`config.mk`:
```
export PLATFORM = sky130hd
export DESIGN_NAME = morse_keyer
export DESIGN_NICKNAME = d
export VERILOG_FILES = /design/src/rtl/morse_keyer.sv
export SDC_FILE = /design/constraint.sdc
export NUM_CORES = 1
export LEC_CHECK = 0
export BUFFER_PORTS_ARGS = -buffer_cell sky130_fd_sc_hd__buf_2
export CORE_ASPECT_RATIO = 1.25
export CORE_MARGIN = 1
export CORE_UTILIZATION = 40
export CTS_CLUSTER_SIZE = 16
export DETAILED_ROUTE_END_ITERATION = 16
export HOLD_SLACK_MARGIN = 0.03
export MAX_ROUTING_LAYER = met4
export PLACE_DENSITY_LB_ADDON = 0.3
export RECOVER_POWER = 25
export SETUP_SLACK_MARGIN = 0.15
export SYNTH_ARGS = -nofsm -noshare
export SYNTH_HDL_FRONTEND = slang
export SYNTH_SLANG_ARGS = --single-unit
```
`constraint.sdc`:
```
create_clock -name clk -period 3.1 [get_ports clk]
set_input_delay 0.62 -clock clk [delete_from_list [all_inputs] [get_ports clk]]
set_output_delay 0.62 -clock clk [all_outputs]
set_load 0.02 [all_outputs]
```
`src/rtl/morse_keyer.sv`:
```
// Morse keyer: sends one character of dot/dash elements with standard unit timing.
// Optional sidetone square wave is built when MORSE_KEYER_SIDETONE_EN is defined.
module morse_keyer #(
   parameter int UNIT_CYCLES      = 1000,
   parameter int TONE_HALF_CYCLES = 50
) (
   input  logic        clk,
   input  logic        rst_n,
   input  logic        sym_valid,
   output logic        sym_ready,
   input  logic [11:0] symbol_data,
   input  logic [2:0]  symbol_count,
   input  logic        word_gap,
   input  logic        abort,
   output logic        key_out,
   output logic        tone_out,
   output logic        done,
   output logic        bad_elem
);

   localparam int CNT_W = $clog2(7 * UNIT_CYCLES + 1);

   localparam logic [CNT_W-1:0] C_UNIT  = CNT_W'(UNIT_CYCLES - 1);
   localparam logic [CNT_W-1:0] C_THREE = CNT_W'(3 * UNIT_CYCLES - 1);
   localparam logic [CNT_W-1:0] C_SEVEN = CNT_W'(7 * UNIT_CYCLES - 1);

   typedef enum logic [1:0] {
      S_IDLE,
      S_MARK,
      S_SPACE,
      S_GAP
   } state_t;

   state_t           r_state;
   logic [CNT_W-1:0] r_cnt;
   logic [11:0]      r_data;
   logic [2:0]       r_idx;
   logic             r_wgap;
   logic             r_bad;

   state_t           w_state_nxt;
   logic [CNT_W-1:0] w_cnt_nxt;
   logic [11:0]      w_data_nxt;
   logic [2:0]       w_idx_nxt;
   logic             w_wgap_nxt;
   logic [2:0]       w_count_clamped;
   logic [2:0]       w_idx_first;
   logic [2:0]       w_idx_dec;
   logic [1:0]       w_code_first;
   logic [1:0]       w_code_dec;
   logic [1:0]       w_code_cur;
   logic [1:0]       w_code_nxt;
   logic             w_mark_enter;

   function automatic logic is_legal(input logic [1:0] code);
      return (code == 2'b01) || (code == 2'b10);
   endfunction

   // Dashes last three units; dots and illegal codes last one.
   function automatic logic [CNT_W-1:0] mark_len(input logic [1:0] code);
      return (code == 2'b10) ? C_THREE : C_UNIT;
   endfunction

   assign w_count_clamped = (symbol_count > 3'd6) ? 3'd6 : symbol_count;
   assign w_idx_first     = w_count_clamped - 3'd1;
   assign w_idx_dec       = r_idx - 3'd1;
   assign w_code_first    = 2'(symbol_data >> {w_idx_first, 1'b0});
   assign w_code_dec      = 2'(r_data >> {w_idx_dec, 1'b0});
   assign w_code_cur      = 2'(r_data >> {r_idx, 1'b0});
   assign w_code_nxt      = 2'(w_data_nxt >> {w_idx_nxt, 1'b0});
   assign w_mark_enter    = (w_state_nxt == S_MARK) && (r_state != S_MARK);

   always_ff @(posedge clk or negedge rst_n) begin
      if (!rst_n) begin
         r_state <= S_IDLE;
         r_cnt   <= '0;
         r_data  <= '0;
         r_idx   <= '0;
         r_wgap  <= 1'b0;
         r_bad   <= 1'b0;
      end else begin
         r_state <= w_state_nxt;
         r_cnt   <= w_cnt_nxt;
         r_data  <= w_data_nxt;
         r_idx   <= w_idx_nxt;
         r_wgap  <= w_wgap_nxt;
         r_bad   <= w_mark_enter && !is_legal(w_code_nxt);
      end
   end

   always_comb begin
      w_state_nxt = r_state;
      w_cnt_nxt   = r_cnt;
      w_data_nxt  = r_data;
      w_idx_nxt   = r_idx;
      w_wgap_nxt  = r_wgap;
      sym_ready   = (r_state == S_IDLE);
      key_out     = (r_state == S_MARK) && is_legal(w_code_cur);
      done        = (r_state == S_GAP) && (r_cnt == '0) && !abort;
      bad_elem    = r_bad;

      if (abort) begin
         w_state_nxt = S_IDLE;
         w_cnt_nxt   = '0;
      end else begin
         case (r_state)
            S_IDLE: begin
               if (sym_valid) begin
                  w_data_nxt = symbol_data;
                  w_wgap_nxt = word_gap;
                  if (w_count_clamped == 3'd0) begin
                     w_state_nxt = S_GAP;
                     w_idx_nxt   = 3'd0;
                     w_cnt_nxt   = word_gap ? C_SEVEN : C_THREE;
                  end else begin
                     w_state_nxt = S_MARK;
                     w_idx_nxt   = w_idx_first;
                     w_cnt_nxt   = mark_len(w_code_first);
                  end
               end
            end
            S_MARK: begin
               if (r_cnt == '0) begin
                  if (r_idx == 3'd0) begin
                     w_state_nxt = S_GAP;
                     w_cnt_nxt   = r_wgap ? C_SEVEN : C_THREE;
                  end else begin
                     w_state_nxt = S_SPACE;
                     w_cnt_nxt   = C_UNIT;
                  end
               end else begin
                  w_cnt_nxt = r_cnt - 1'b1;
               end
            end
            S_SPACE: begin
               if (r_cnt == '0) begin
                  w_state_nxt = S_MARK;
                  w_idx_nxt   = w_idx_dec;
                  w_cnt_nxt   = mark_len(w_code_dec);
               end else begin
                  w_cnt_nxt = r_cnt - 1'b1;
               end
            end
            S_GAP: begin
               if (r_cnt == '0) begin
                  w_state_nxt = S_IDLE;
               end else begin
                  w_cnt_nxt = r_cnt - 1'b1;
               end
            end
            default: w_state_nxt = S_IDLE;
         endcase
      end
   end

`ifdef MORSE_KEYER_SIDETONE_EN
   localparam int TONE_W = $clog2(TONE_HALF_CYCLES + 1);

   logic [TONE_W-1:0] r_tone_cnt;
   logic              r_tone;
   logic              w_key_nxt;

   assign w_key_nxt = (w_state_nxt == S_MARK) && is_legal(w_code_nxt);

   // Phase restarts high at every keyed mark so each mark sounds identical.
   always_ff @(posedge clk or negedge rst_n) begin
      if (!rst_n) begin
         r_tone     <= 1'b0;
         r_tone_cnt <= '0;
      end else if (w_mark_enter && w_key_nxt) begin
         r_tone     <= 1'b1;
         r_tone_cnt <= TONE_W'(TONE_HALF_CYCLES - 1);
      end else if (w_key_nxt) begin
         if (r_tone_cnt == '0) begin
            r_tone     <= ~r_tone;
            r_tone_cnt <= TONE_W'(TONE_HALF_CYCLES - 1);
         end else begin
            r_tone_cnt <= r_tone_cnt - 1'b1;
         end
      end else begin
         r_tone     <= 1'b0;
         r_tone_cnt <= '0;
      end
   end

   assign tone_out = r_tone;
`else
   assign tone_out = 1'b0;
`endif

endmodule

```
==> impl_metrics.py, run 1 <==
metrics = {
    "synthesis": {
        "yosys.area.top_type": "dfrtp_1",
        "syn_nets": 307,
        "synth_area_mm2": 0.00225,
        "synth_seq_cells": 32,
        "synth_top_family_by_area": "simple AND/OR/NAND/NOR gates",
        "synth-compound-area-share_pct": 20.6,
        "synthMuxAreaShare_pct": 4.22,
        "ys_types": 48,
        "synth-edff-count": 0,
        "syn_inst": 282,
        "synth.top_cell.area_share_pct": 35.5,
        "synthXorXnorAreaFrac_pct": 4.66,
        "synthAdderAreaFrac_pct": 3.22,
        "synth-async-reset-ratio_pct": 100,
        "synthSimpleGateAreaFrac_pct": 26.5,
        "yosysSeqAreaShare_pct": 35.5,
        "syn_area_per_cell_um2": 8.00,
        "ys.flop_type": "dfrtp_1",
        "ys_warn_count": 0,
        "synth.area.top_cells": "dfrtp_1 36%, nand2_1 8.7%, o21ai_0 6.0%, nor2_1 4.2%, a21oi_1 4.0%",
    },
    "power": {
        "ir_worst_vdd_v": 0.000268,
        "pwr_density_cell_mw_per_mm2": 563,
        "power_mw": 1.47,
        "cellLeakagePower_nw": 1.20,
    },
    "worst_setup_path": {
        "critPathMaxFanout": 5,
        "endpoint": "done",
        "reg2regPathDepth": 9,
        "startpoint": "r_cnt[0]",
        "r2r-end": "r_cnt[11]",
        "worst_ep_required_time_ns": 2.48,
        "arrival_ns": 2.25,
        "r2r_setup_slack_ns": 0.32,
        "worstSetupEndpointType": "output pin",
        "critical_path_class": "register to output pin",
        "cp-start-kind": "register",
        "r2r_start": "r_cnt[0]",
    },
    "clocking": {
        "clock_latency_ns": 0.30,
        "clk_pin_slew_ns": 0.07,
        "clockBufferDepth": 2,
        "root_buffer": "clkbuf_8",
        "numCtsBuffers": 5,
        "cts_num_sinks": 32,
        "cts_tree": "built",
        "holdBufCountCts": 0,
        "cts_max_level": 2,
    },
    "die": {
        "ios": 25,
        "fp.dieW_um": 69.2,
        "fp.dieH_um": 85.9,
        "row_count": 30,
        "initial_utilization_pct": 41.4,
        "core_area_mm2": 0.00544,
        "die_area_mm2": 0.00594,
    },
    "worst_hold_path": {
        "hold_class": "register to register",
    },
    "place": {
        "placed_cell_area_mm2": 0.00247,
        "place_congestion": 0.863,
        "dp.cells": 365,
        "hpwl_um": 4340,
        "port_buffers": 23,
    },
    "drt": {
        "wirelength_um": 5640,
        "drc": 0,
        "wire_per_inst_um": 14.9,
        "vias": 2109,
        "first_pass_iters": 4,
        "ant_nets": 0,
        "via_per_inst": 5.58,
        "dr.first_iter.drc_count": 95,
    },
    "sta": {
        "fmax_mhz": 349,
        "setup_tns_ns": 0,
        "slew_viol_final": 33,
        "rsz0062_at_grt": "yes",
        "finalCritPeriodShare_pct": 92.5,
        "tightestPinTransition_ns": 1.70,
        "clock_skew_ns": 0.00881,
        "relSlewSlack_pct": -13.3,
        "finalHoldViolations": 0,
        "finalCriticalPeriod_ns": 2.87,
        "setup_viol": 0,
    },
    "global_route": {
        "grt_pass1_wl_um": 9530,
        "grt_max_degree": 33,
        "antenna_found_initial": 0,
        "grt_overflow": 0,
        "grt_use_total_pct": 21.0,
        "first_global_vias": 2048,
    },
    "final_layout": {
        "fin_nets": 338,
        "mostFrequentLayoutCells": "52 x nand2_1, 32 x dfrtp_1, 27 x o21ai_0, 25 x nor2_1, 21 x buf_2",
        "drive_gt1_share_pct": 19.1,
        "stdcell_area_mm2": 0.00261,
        "final_common_cell": "nand2_1",
        "area_growth_pct": 15.9,
        "utilization_pct": 48.0,
        "final_cells": 378,
        "diodes": 0,
    },
    "run": {
        "drv_cap": 1,
    },
    "outcome": {
        "status": "complete, but fails checks",
        "violations": "max-capacitance violations, max-slew violations",
    },
}
## cells in the mapped netlist (all sizes together) (2+ instances only)
cell / instances
nand2: 52
dfrtp: 32
o21ai: 29
nor2: 25
a21oi: 18
inv: 17
clkbuf: 10
xor2: 9
a211oi: 6
a31oi: 6
nor3: 6
ha: 5
mux2i: 5
nand2b: 5
o31ai: 5
or2: 5
a21o: 3
nand3: 3
nand3b: 3
nor2b: 3
nor3b: 3
or4: 3
or4b: 3
xnor2: 3
buf: 2
mux4: 2
nand4b: 2
nor4: 2
o211a: 2
o211ai: 2
## worst min path at each step
stage              start        end  slack [ns]  cells past startpoint
2_1_floorplan      rst_n   bad_elem        0.32                      0
6_report       r_cnt[11]  r_cnt[11]        0.54                      1
3_3_place_gp   r_cnt[11]  r_cnt[11]        0.50                      1
5_1_grt        r_cnt[11]  r_cnt[11]        0.54                      1
3_5_place_dp   r_cnt[11]  r_cnt[11]        0.52                      1
4_1_cts            rst_n   r_cnt[9]        0.40                      1
## per-layer routing
| layer | wire length, um | GRT usage [%] |
|---|---|---|
| met1 | 2380 | 22.6 |
| met2 | 2980 | 38.3 |
| met3 | 146 | 2.94 |
| met4 | 127 | 8.72 |
| met5 | 0 | - |
## layout make-up
cell class / instances / area [um^2]
fillers: 543 / 2830
multi-input cells: 221 / 1360
repair buffers: 36 / 218
inverters: 17 / 63.8
clock inverters: 3 / 23.8
well taps: 64 / 80.1
clock buffers: 5 / 68.8
flip-flops and latches: 32 / 801
## where the power goes
group	switching [mW]	internal (mW)
clock	0.175	0.159
sequential	0.0849	0.492
combinational	0.320	0.240
total	0.580	0.892
## flip-flops by register name (all words and copies together), names as in the netlist
register / cells
r_cnt: 13
r_data: 12
r_idx: 3
r_state: 2
bad_elem: 1
r_wgap: 1
## repair_timing
action / 4_1_cts / 5_1_grt
resized for setup: 1 / 5
setup buffers: 0 / 5
setup endpoints to repair: 1 / 7
pin swaps: 1 / 1
## through the flow
step                      hold WS [ns]  setup WS (ns)
after CTS                        0.402          0.205
after detailed placement         0.521          0.277
after global routing             0.539          0.110
after floorplan                  0.324          0.335
final                            0.536          0.233
after global placement           0.504          0.340
## worst max-delay path, cell delays in order (launching register included)
cell and delay [ns]:
dfrtp_1 0.39, inv_2 0.07, ha_2 0.19, or4b_4 0.48, buf_6 0.15, nor4_4 0.28, nor3b_2 0.23, buf_4 0.16
## cells by family after synthesis
kind of cell    Yosys count
simple gates            119
xor+xnor                 12
other cells               1
fa+ha+maj                 6
compound gates           76
mux                       7
buf+inv                  29
flops                    32
No activity file was read; power rests on OpenSTA's default activity.
==> run 2, diff against run 1 <==
--- a/config.mk
+++ b/config.mk
@@ -6,6 +6,7 @@
 export NUM_CORES = 1
 export LEC_CHECK = 0
 export BUFFER_PORTS_ARGS = -buffer_cell sky130_fd_sc_hd__buf_2
+export CAP_MARGIN = 20
 export CORE_ASPECT_RATIO = 1.25
 export CORE_MARGIN = 1
 export CORE_UTILIZATION = 40
@@ -13,7 +14,7 @@
 export DETAILED_ROUTE_END_ITERATION = 16
 export HOLD_SLACK_MARGIN = 0.03
 export MAX_ROUTING_LAYER = met4
-export PLACE_DENSITY_LB_ADDON = 0.3
+export PLACE_DENSITY_LB_ADDON = 0.08
 export RECOVER_POWER = 25
 export SETUP_SLACK_MARGIN = 0.15
 export SYNTH_ARGS = -nofsm -noshare
==> impl_metrics.py, run 2 (same netlist as run 1, synthesis figures left out) <==
metrics = {
    "outcome": {
        "status": "complete, but fails checks",
        "violations": "max-capacitance violations, max-slew violations",
    },
    "die": {
        "core_area_mm2": 0.00544,
        "fp.dieW_um": 69.2,
        "ios": 25,
        "die_area_mm2": 0.00594,
        "initial_utilization_pct": 41.4,
        "row_count": 30,
        "fp.dieH_um": 85.9,
    },
    "final_layout": {
        "diodes": 0,
        "top_regs": "r_cnt: 13 flops, r_data: 12 flops, r_idx: 3 flops",
        "nFillCells": 554,
        "mostFrequentLayoutCells": "52 x nand2_1, 32 x dfrtp_1, 27 x o21ai_0, 25 x nor2_1, 22 x buf_2",
        "stdcell_area_mm2": 0.00262,
        "drive_gt1_share_pct": 17.7,
        "utilization_pct": 48.0,
        "area_growth_pct": 16.0,
        "final_common_cell": "nand2_1",
        "largest_reg_flops": 13,
        "fin_nets": 335,
        "regMostFlops": "r_cnt",
    },
    "global_route": {
        "grt.busiest_layer": "met2",
        "met1_usage_pct": 23.7,
        "grt_overflow": 0,
        "grt_use_total_pct": 21.9,
        "use_met2_pct": 40.8,
        "antenna_found_initial": 0,
        "use_met3_pct": 3.17,
        "grt_pass1_wl_um": 10200,
        "first_global_vias": 2156,
        "grt_max_degree": 33,
    },
    "drt": {
        "via_per_inst": 5.56,
        "drc": 0,
        "dr.first_iter.drc_count": 76,
        "first_pass_iters": 4,
        "ant_nets": 0,
        "wire_per_inst_um": 15.7,
        "wirelength_um": 5870,
        "vias": 2086,
    },
    "power": {
        "internal-power_mw": 0.969,
        "combPwrFrac_pct": 36.4,
        "p_clk_share_pct": 26.0,
        "power_mw": 1.54,
        "cellLeakagePower_nw": 1.20,
        "pwr_density_cell_mw_per_mm2": 589,
        "switchingPower_mw": 0.571,
        "ir_worst_vdd_v": 0.000308,
        "p_seq_share_pct": 37.6,
        "switching_share_pct": 37.1,
    },
    "clocking": {
        "clock_latency_ns": 0.29,
        "root_buffer": "clkbuf_8",
        "cts_tree": "built",
        "holdBufCountCts": 0,
        "cts_max_level": 2,
        "numCtsBuffers": 5,
        "cts_num_sinks": 32,
        "clk_pin_slew_ns": 0.07,
        "clockBufferDepth": 2,
    },
    "sta": {
        "rsz0062_at_grt": "no",
        "clock_skew_ns": 0.00503,
        "finalCriticalPeriod_ns": 2.80,
        "slew_viol_final": 33,
        "setup_tns_ns": 0,
        "finalHoldViolations": 0,
        "relSlewSlack_pct": -16.0,
        "setup_viol": 0,
        "finalCritPeriodShare_pct": 90.3,
        "fmax_mhz": 357,
        "tightestPinTransition_ns": 1.74,
    },
    "worst_setup_path": {
        "startpoint": "r_cnt[8]",
        "r2r_setup_slack_ns": 0.30,
        "arrival_ns": 3.01,
        "cp-start-kind": "register",
        "worstSetupEndpointType": "register",
        "critical_path_class": "register to register",
        "worst_ep_required_time_ns": 3.32,
        "critPathMaxFanout": 5,
        "r2r_start": "r_cnt[8]",
    },
    "place": {
        "place_congestion": 0.838,
        "hpwl_um": 4520,
        "placed_cell_area_mm2": 0.00247,
        "port_buffers": 23,
    },
    "run": {
        "drv_cap": 1,
    },
    "worst_hold_path": {
        "hold_class": "register to register",
        "hp-start": "r_cnt[11]",
    },
}
-- run 2: critical path, stage by stage, from the launching register on --
cell and delay, ns:
dfrtp_1 0.43, or4_1 0.65, or4_4 0.61, o211a_1 0.27, a211oi_4 0.30, mux2i_1 0.22, mux2i_1 0.10, a21oi_1 0.15
-- run 2: path summary, 6_finish.rpt --
| check | cells after the start | endpoint |
|---|---|---|
| worst max-delay path | 7 | bad_elem |
| worst min-delay path | 1 | r_cnt[11] |
| worst max register to register | 7 | bad_elem |
| worst min register to register | 1 | r_cnt[11] |
| max in group asynchronous | 1 | r_cnt[2] |
| min in group asynchronous | 1 | r_cnt[8] |
-- run 2: final cells by class --
cell class                      instances  area (um^2)  share of cell area [%]
Multi-Input combinational cell        221         1370                    52.5
Sequential cell                        32          801                    30.6
Inverter                               17         63.8                    2.44
Timing Repair Buffer                   33          189                    7.22
Clock inverter                          2         35.0                    1.34
Clock buffer                            6         72.6                    2.78
Tap cell                               64         80.1                    3.06
-- run 2: metrics by stage --
step / setup slack [ns] / cells / hold WS, ns
after floorplan: 0.335 / 282 / 0.324
after global placement: 0.221 / 365 / 0.492
after detailed placement: 0.187 / 365 / 0.508
after CTS: 0.175 / 373 / 0.430
after global routing: 0.150 / 375 / 0.542
final: 0.300 / 375 / 0.524
-- run 2: per-layer routing --
layer / vias to the layer above / routed length [um] / part of all wire [%]
met5: - / 0 / 0
met4: 0 / 157 / 2.7
li1: 1040 / - / -
met3: 11 / 145 / 2.5
met2: 44 / 3110 / 53
met1: 991 / 2460 / 42
-- run 2: timing repair --
item / CTS / global route
resized for setup: 0 / 5
buffers inserted: 0 / 2
setup endpoints to repair: 0 / 7
-- run 2: power by group through the flow --
stage / combinational [mW] / clock [mW] / sequential, mW
2_1_floorplan: 0.405 / 0 / 0.555
3_3_place_gp: 0.549 / 0 / 0.586
3_5_place_dp: 0.547 / 0 / 0.587
4_1_cts: 0.548 / 0.410 / 0.579
5_1_grt: 0.633 / 0.424 / 0.592
6_report: 0.561 / 0.400 / 0.579
==> run 3, diff against run 2 <==
--- a/config.mk
+++ b/config.mk
@@ -9,7 +9,7 @@
 export CAP_MARGIN = 20
 export CORE_ASPECT_RATIO = 1.25
 export CORE_MARGIN = 1
-export CORE_UTILIZATION = 40
+export CORE_UTILIZATION = 45
 export CTS_CLUSTER_SIZE = 16
 export DETAILED_ROUTE_END_ITERATION = 16
 export HOLD_SLACK_MARGIN = 0.03
==> impl_metrics.py, run 3 (same netlist as run 1, synthesis figures left out) <==
metrics = {
    "worst_setup_path": {
        "worst_ep_required_time_ns": 3.32,
        "crit_chain": "or4_1 > or4_4 > o211a_1 > a211oi_4 > mux2i_1 > mux2i_1 > a21oi_1",
        "cp-start-kind": "register",
        "crit_path_frequent_cell": "mux2i_1",
        "arrival_ns": 3.03,
        "worstSetupEndpointType": "register",
        "critPathSlowestCell": "or4_1",
        "critPathTopFamily": "simple AND/OR/NAND/NOR gates",
        "critPathMaxFanout": 5,
        "max_stage_delay_ns": 0.67,
        "cp.buffers_inverters": 0,
        "critical_path_class": "register to register",
    },
    "clocking": {
        "root_buffer": "clkbuf_8",
        "holdBufCountCts": 0,
        "clockBufferDepth": 2,
        "cts_tree": "built",
        "clk_pin_slew_ns": 0.07,
        "numCtsBuffers": 5,
        "cts_max_level": 2,
        "clock_latency_ns": 0.29,
        "cts_num_sinks": 32,
    },
    "place": {
        "hpwl_um": 4410,
        "place_congestion": 0.879,
        "dp.cells": 361,
        "dp_slack_ns": 0.142,
        "port_buffers": 23,
    },
    "global_route": {
        "grt_pass1_wl_um": 9690,
        "grt_use_total_pct": 25.3,
        "antenna_found_initial": 0,
        "first_global_vias": 2014,
        "grt_overflow": 0,
        "grt_max_degree": 33,
    },
    "power": {
        "pwr_density_cell_mw_per_mm2": 575,
        "cellLeakagePower_nw": 1.20,
        "switching_share_pct": 38.7,
        "ir_worst_vdd_v": 0.000326,
        "p_seq_share_pct": 38.6,
        "power_mw": 1.49,
        "p_clk_share_pct": 23.2,
        "combPwrFrac_pct": 38.2,
        "switchingPower_mw": 0.577,
        "internal-power_mw": 0.916,
    },
    "final_layout": {
        "final_cells": 372,
        "largest_reg_flops": 13,
        "fin_nets": 336,
        "nFillCells": 494,
        "seq_area_um2": 801,
        "area_growth_pct": 15.2,
        "diodes": 0,
        "mostFrequentLayoutCells": "52 x nand2_1, 32 x dfrtp_1, 27 x o21ai_0, 25 x nor2_1, 22 x buf_2",
        "final_common_cell": "nand2_1",
        "regMostFlops": "r_cnt",
        "top_regs": "r_cnt: 13 flops, r_data: 12 flops, r_idx: 3 flops",
        "drive_gt1_share_pct": 17.9,
        "multi_input_area_mm2": 0.00137,
    },
    "die": {
        "core_area_mm2": 0.00476,
        "fp.dieW_um": 65.3,
        "die_area_mm2": 0.00530,
        "row_count": 28,
        "ios": 25,
        "initial_utilization_pct": 47.3,
        "fp.dieH_um": 81.1,
    },
    "sta": {
        "fin_ws_ns": 0.288,
        "rsz0062_at_grt": "no",
        "fmax_mhz": 356,
        "finalHoldViolations": 0,
        "relSlewSlack_pct": -18.3,
        "tightestPinTransition_ns": 1.77,
        "clock_skew_ns": 0.00396,
        "hold_slack_ns": 0.510,
        "slew_viol_final": 33,
        "finalCritPeriodShare_pct": 90.7,
        "setup_tns_ns": 0,
        "finalCriticalPeriod_ns": 2.81,
        "setup_viol": 0,
    },
    "drt": {
        "vias": 2103,
        "wire_per_inst_um": 15.9,
        "first_pass_iters": 4,
        "ant_nets": 0,
        "dr.first_iter.drc_count": 105,
        "via_per_inst": 5.65,
        "drc": 0,
        "wirelength_um": 5910,
    },
    "worst_hold_path": {
        "hold_class": "register to register",
    },
    "outcome": {
        "status": "complete, but fails checks",
        "violations": "max-capacitance violations, max-slew violations",
    },
    "run": {
        "drv_cap": 1,
    },
}
-- run 3: area by class of cell --
type | count | area share (%)
Clock inverter | 1 | 0.289
Sequential cell | 32 | 30.8
Inverter | 17 | 2.46
Clock buffer | 7 | 3.32
Multi-Input combinational cell | 221 | 52.6
Tap cell | 60 | 2.89
Timing Repair Buffer | 34 | 7.56
-- run 3: routing by layer --
layer | up-vias | routed length, um | GRT usage (%)
met5 | - | 0 | -
met4 | 0 | 86 | 8.48
met3 | 9 | 181 | 4.49
met2 | 45 | 3100 | 44.8
met1 | 1007 | 2540 | 28.5
li1 | 1042 | - | -
-- run 3: stage by stage --
step                area [um^2]  utilization, %
floorplan                  2250               -
global placement           2460            51.7
detailed placement         2460            51.7
CTS                        2570            53.9
global route               2600            54.5
finish                     2600            54.5
-- run 3: final timing paths --
| kind | startpoint | end | slack, ns | cells past startpoint |
|---|---|---|---|---|
| min in group asynchronous | rst_n | r_cnt[12] | 0.79 | 1 |
| max in group asynchronous | rst_n | r_data[8] | 1.28 | 1 |
| hold / removal | r_cnt[11] | r_cnt[11] | 0.51 | 1 |
| setup reg to reg | r_cnt[9] | bad_elem | 0.29 | 7 |
| hold reg to reg | r_cnt[11] | r_cnt[11] | 0.51 | 1 |
| setup / recovery | r_cnt[9] | bad_elem | 0.29 | 7 |
-- run 3: timing repair --
item,CTS,global route
resized for setup,1,4
endpoints found under the setup margin,5,4
setup buffers,1,2
pin swaps,1,3
-- run 3: power groups by stage --
stage               logic [mW]  clock network [mW]  registers, mW
finish                   0.570               0.346          0.577
global route             0.634               0.369          0.590
CTS                      0.561               0.356          0.577
detailed placement       0.554                   0          0.584
global placement         0.553                   0          0.583
floorplan                0.405                   0          0.555
